### config.mk
export PLATFORM = sky130hd
export DESIGN_NAME = seg7_capture_flat
export DESIGN_NICKNAME = d
export VERILOG_FILES = /design/src/rtl/seg7_capture_if.sv /design/src/rtl/seg7_capture.sv /design/src/flat_wrapper.sv
export SDC_FILE = /design/constraint.sdc
export NUM_CORES = 1
export LEC_CHECK = 0
export BUFFER_PORTS_ARGS = -buffer_cell sky130_fd_sc_hd__buf_4
export CORE_MARGIN = 10
export CORE_UTILIZATION = 50
export DETAILED_ROUTE_END_ITERATION = 8
export PLACE_DENSITY = 0.71
export SLEW_MARGIN = 20
export SYNTH_ARGS = -nofsm -noshare
export SYNTH_HDL_FRONTEND = slang
export SYNTH_SLANG_ARGS = --single-unit
### constraint.sdc
create_clock -name clk -period 3.7 [get_ports clk]
set_clock_uncertainty 0.1 [all_clocks]
set_input_delay 0.555 -clock clk [delete_from_list [all_inputs] [get_ports clk]]
set_output_delay 0.555 -clock clk [all_outputs]
set_load 0.02 [all_outputs]
### src/rtl/seg7_capture_if.sv
// seg7_capture_if: bundles the segment sample bus and the event output
// handshake of seg7_capture.
//   seg_n, seg_valid        : active-low segment pattern and its qualifier
//   out_valid, out_ready    : event buffer handshake
//   out_value, out_blank,
//   out_err                 : decoded event fields
//   drop_count              : saturating count of events lost to a full buffer
// Modports: slave = capture block view, master = producer/consumer view.
interface seg7_capture_if #(
    parameter int unsigned DROP_W = 8
);
    logic [6:0]        seg_n;
    logic              seg_valid;
    logic              out_valid;
    logic              out_ready;
    logic [3:0]        out_value;
    logic              out_blank;
    logic              out_err;
    logic [DROP_W-1:0] drop_count;

    modport slave (
        input  seg_n, seg_valid, out_ready,
        output out_valid, out_value, out_blank, out_err, drop_count
    );

    modport master (
        output seg_n, seg_valid, out_ready,
        input  out_valid, out_value, out_blank, out_err, drop_count
    );
endinterface

### src/rtl/seg7_capture.sv
// seg7_capture: reads back an active-low 7-segment pattern bus as a hex nibble.
// A pattern must be seen on STABLE_CYCLES consecutive qualified samples before
// one event is emitted; events go through a single-entry valid/ready buffer and
// events arriving while it is full are counted in a saturating drop counter.
//   clk   : system clock, rising edge
//   reset : synchronous, active-high
//   bus   : seg7_capture_if.slave (pattern input, event output, drop_count)
module seg7_capture #(
    parameter int unsigned STABLE_CYCLES = 4,
    parameter int unsigned DROP_W        = 8
) (
    input  logic            clk,
    input  logic            reset,
    seg7_capture_if.slave   bus
);
    localparam logic [7:0] RUN_MAX = 8'(STABLE_CYCLES);

    typedef enum logic {
        EMPTY,
        FULL
    } buf_state_t;

    // Returns {blank, err, value}.
    function automatic logic [5:0] decode(input logic [6:0] p);
        logic [5:0] r;
        r = 6'b01_0000;
        case (p)
            7'h40: r = {2'b00, 4'h0};
            7'h79: r = {2'b00, 4'h1};
            7'h24: r = {2'b00, 4'h2};
            7'h30: r = {2'b00, 4'h3};
            7'h19: r = {2'b00, 4'h4};
            7'h12: r = {2'b00, 4'h5};
            7'h02: r = {2'b00, 4'h6};
            7'h58: r = {2'b00, 4'h7};
            7'h00: r = {2'b00, 4'h8};
            7'h10: r = {2'b00, 4'h9};
            7'h08: r = {2'b00, 4'hA};
            7'h03: r = {2'b00, 4'hB};
            7'h46: r = {2'b00, 4'hC};
            7'h21: r = {2'b00, 4'hD};
            7'h06: r = {2'b00, 4'hE};
            7'h0E: r = {2'b00, 4'hF};
            7'h7F: r = {2'b10, 4'h0};
            default: r = 6'b01_0000;
        endcase
        return r;
    endfunction

    logic [6:0]        last_seg;
    logic [7:0]        run_cnt;
    logic [7:0]        cnt_next;
    logic              same;
    logic              emit;
    logic [5:0]        dec;

    buf_state_t        state_q, state_d;
    logic              load;
    logic              drop;
    logic [3:0]        value_q;
    logic              blank_q;
    logic              err_q;
    logic [DROP_W-1:0] drop_q;

    assign dec = decode(bus.seg_n);

    // A differing sample starts a new run, so it may emit on its own when
    // STABLE_CYCLES is 1 even though the previous run had already completed.
    always_comb begin
        same     = (bus.seg_n == last_seg);
        cnt_next = run_cnt;
        emit     = 1'b0;
        if (bus.seg_valid) begin
            if (!same) begin
                cnt_next = 8'd1;
            end else if (run_cnt != RUN_MAX) begin
                cnt_next = run_cnt + 8'd1;
            end
            emit = (cnt_next == RUN_MAX) && (!same || (run_cnt != RUN_MAX));
        end
    end

    always_ff @(posedge clk) begin
        if (reset) begin
            last_seg <= 7'h7F;
            run_cnt  <= '0;
        end else if (bus.seg_valid) begin
            last_seg <= bus.seg_n;
            run_cnt  <= cnt_next;
        end
    end

    always_comb begin
        state_d = state_q;
        load    = 1'b0;
        drop    = 1'b0;
        case (state_q)
            EMPTY: begin
                if (emit) begin
                    state_d = FULL;
                    load    = 1'b1;
                end
            end
            FULL: begin
                if (bus.out_ready) begin
                    // Acceptance frees the slot for a same-cycle event.
                    if (emit) begin
                        load = 1'b1;
                    end else begin
                        state_d = EMPTY;
                    end
                end else if (emit) begin
                    drop = 1'b1;
                end
            end
            default: state_d = EMPTY;
        endcase
    end

    always_ff @(posedge clk) begin
        if (reset) begin
            state_q <= EMPTY;
            value_q <= '0;
            blank_q <= 1'b0;
            err_q   <= 1'b0;
            drop_q  <= '0;
        end else begin
            state_q <= state_d;
            if (load) begin
                blank_q <= dec[5];
                err_q   <= dec[4];
                value_q <= dec[3:0];
            end
            if (drop && (drop_q != '1)) begin
                drop_q <= drop_q + 1'b1;
            end
        end
    end

    assign bus.out_valid  = (state_q == FULL);
    assign bus.out_value  = value_q;
    assign bus.out_blank  = blank_q;
    assign bus.out_err    = err_q;
    assign bus.drop_count = drop_q;
endmodule

### src/flat_wrapper.sv
// flat-port wrapper written by rule: the top's interface ports become plain ports
module seg7_capture_flat 
#(
    parameter int unsigned STABLE_CYCLES = 4,
    parameter int unsigned DROP_W        = 8
)
  (clk, reset, bus_seg_n, bus_seg_valid, bus_out_ready, bus_out_valid, bus_out_value, bus_out_blank, bus_out_err, bus_drop_count);
  seg7_capture_if #(.DROP_W(DROP_W)) bus_i ();
  input  logic clk;
  input  logic reset;
  input wire logic [$bits(bus_i.seg_n)-1:0] bus_seg_n;
  input wire logic [$bits(bus_i.seg_valid)-1:0] bus_seg_valid;
  input wire logic [$bits(bus_i.out_ready)-1:0] bus_out_ready;
  output wire logic [$bits(bus_i.out_valid)-1:0] bus_out_valid;
  output wire logic [$bits(bus_i.out_value)-1:0] bus_out_value;
  output wire logic [$bits(bus_i.out_blank)-1:0] bus_out_blank;
  output wire logic [$bits(bus_i.out_err)-1:0] bus_out_err;
  output wire logic [$bits(bus_i.drop_count)-1:0] bus_drop_count;
  assign bus_i.seg_n = bus_seg_n;
  assign bus_i.seg_valid = bus_seg_valid;
  assign bus_i.out_ready = bus_out_ready;
  assign bus_out_valid = bus_i.out_valid;
  assign bus_out_value = bus_i.out_value;
  assign bus_out_blank = bus_i.out_blank;
  assign bus_out_err = bus_i.out_err;
  assign bus_drop_count = bus_i.drop_count;
  seg7_capture #(.STABLE_CYCLES(STABLE_CYCLES), .DROP_W(DROP_W)) u_core (.clk(clk), .reset(reset), .bus(bus_i));
endmodule
==> results.yml <==
cells_and_area:
  final_common_cell: "dfxtp_1"
  utilization: 0.609
  layout-drive-gt1-share: 0.183
  antennaDiodeCount: 0
  most-common-layout-cells: "dfxtp_1 (30), buf_4 (26), nor2_1 (21)"
  area_growth_syn_to_layout_pct: 14.6
  finalNetCount: 254
  fill_cells: 331
detailed_routing:
  routed_via_density: 5.77
  drc: 0
  vias: 1655
  wl_per_cell_um: 14.4
  wl_um: 4120
  drt_iter0_drc: 110
  firstDrtPassIters: 4
  ant_nets: 0
synthesis:
  yosys.cell_types.count: 49
  syn_area_per_cell_um2: 8.28
  synth_cells: 221
  ys_seq_area_frac: 0.328
  yosysWarnings: 0
  ys_seq_elements: 30
  synth_enable_flop_cells: 0
  netlist_area_um2: 1830
  syn_nets: 235
  synth_ff_type: "dfxtp_1"
  async_flop_share: 0
pwr:
  report.power.total_w: 0.000679
  power.leakage_nw: 0.780
  vdd_drop_max_uv: 198
  power_density_nw_per_um2: 324
die:
  start_util: 0.532
  die_h_um: 80.5
  die_area_um2: 6480
  io_pins: 26
  rows: 21
  core_area_um2: 3440
  die_w_um: 80.5
setup_path:
  cp_max_fo: 14
  worstPathArrival_ns: 2.95
  cp-end-kind: "register"
  criticalPathCategory: "register to register"
  required_ns: 3.81
  crit_path_start_kind: "register"
timing:
  max_freq_mhz: 352
  setup_viol: 0
  whs_ns: 0.361
  grt_setup_unrepaired: "no"
  drv_slew: 0
  relSlewSlack: 0.728
  setup_ws_ns: 0.858
  hold_viol: 0
  finalSetupTns_ns: 0
  fin_crit_sh: 0.768
  final.min_clock_period_ns: 2.84
  worstMarginPinSlew_ns: 0.402
global_routing:
  grt_pass1_vias: 1563
  overflow: 0
  grtUsageTotal: 0.132
  grt_pass1_wl_um: 7030
  grt_max_degree: 24
  antenna_found_initial: 0
cts:
  cts_resized: 0
  cts_made_buffers: 5
  clock_sink_count: 30
  cts_hold_buffers: 0
  clock_path_buffers: 2
  clk_pin_slew_worst_paths_ns: 0.07
  clock-root-buffer: "clkbuf_8"
  h-tree-depth: 2
  clk_latency_ns: 0.28
  tritoncts: "done"
  postCtsSetupRepairBufs: 0
placement:
  hpwl_um: 2950
  gp_congestion: 0.969
  port_buffers: 25
  dpl_worst_slack_ns: 0.785
outcome:
  status: "finished clean"
run:
  drv_cap: 0
hold_path:
  hold_path.class: "register to register"
final cells by class:
| class | count | area, um2 | area share |
|---|---|---|---|
| Inverter | 6 | 22.5 | 0.0107 |
| Timing Repair Buffer | 26 | 195 | 0.0931 |
| Multi-Input combinational cell | 171 | 1130 | 0.539 |
| Sequential cell | 30 | 601 | 0.286 |
| Tap cell | 46 | 57.6 | 0.0274 |
| Clock inverter | 1 | 5.00 | 0.00239 |
| Clock buffer | 7 | 86.3 | 0.0412 |
final timing paths:
kind                                         start  slack (ns)                  endpoint  cells past startpoint
worst min-delay path            u_core.bus.out_err        0.36        u_core.bus.out_err                      2
worst max register to register   u_core.run_cnt[0]        0.86  u_core.bus.drop_count[5]                      8
worst min register to register  u_core.bus.out_err        0.36        u_core.bus.out_err                      2
worst max-delay path             u_core.run_cnt[0]        0.86  u_core.bus.drop_count[5]                      8
routing by layer:
metal / share of wire / track usage
met1: 0.47 / 0.160
met2: 0.46 / 0.211
met3: 0.053 / 0.0401
met4: 0.015 / 0.0511
met5: 0 / 0
critical path, stage by stage (launching register included):
cell     delay, ns
dfxtp_1       0.38
inv_1         0.09
ha_1          0.31
or3b_2        0.45
a21oi_1       0.23
nand2_1       0.08
or4_4         0.51
or4_1         0.49
a21oi_1       0.14
synth_stat cells, types with 3 or more instances:
| master | n | area, um2 |
|---|---|---|
| mux2i_1 | 12 | 120 |
| nor3b_1 | 5 | 37.5 |
| or3_1 | 6 | 37.5 |
| ha_1 | 3 | 37.5 |
| and3_1 | 3 | 18.8 |
| nand3_1 | 11 | 55.1 |
| nor2_1 | 21 | 78.8 |
| inv_1 | 5 | 18.8 |
| buf_6 | 3 | 33.8 |
| o21ai_0 | 13 | 65.1 |
| a31oi_1 | 3 | 18.8 |
| clkbuf_1 | 9 | 33.8 |
| xor2_1 | 9 | 78.8 |
| dfxtp_1 | 30 | 601 |
| a21oi_1 | 15 | 75.1 |
| nand2_1 | 18 | 67.6 |
| nand4_1 | 6 | 37.5 |
| nor3_1 | 4 | 20.0 |
report_power, final:
| part | internal [W] | switching (W) | total [W] |
|---|---|---|---|
| Clock | 0.000150 | 0.000124 | 0.000274 |
| Sequential | 0.000328 | 0.00000405 | 0.000332 |
| Combinational | 0.0000288 | 0.0000432 | 0.0000720 |
sequential cells by signal, indices dropped and copies added, names as in the netlist:
signal                 flops
u_core.bus.drop_count      8
u_core.bus.out_blank       1
u_core.bus.out_value       4
u_core.bus.out_valid       1
u_core.run_cnt             8
u_core.bus.out_err         1
u_core.last_seg            7
cells by family after synthesis:
| logic type | Yosys count | share of synthesized area |
|---|---|---|
| fa+ha+maj | 3 | 0.0205 |
| mux | 12 | 0.0656 |
| buf+inv | 20 | 0.0547 |
| xor+xnor | 12 | 0.0615 |
| compound gates | 47 | 0.157 |
| flops | 30 | 0.328 |
| simple gates | 97 | 0.312 |
through the flow:
step	instances	area, um2
floorplan	221	1830
global placement	279	2010
detailed placement	279	2010
global route	287	2100
CTS	287	2100
finish	287	2100
Note: power is estimated with default switching activity, not from simulation.
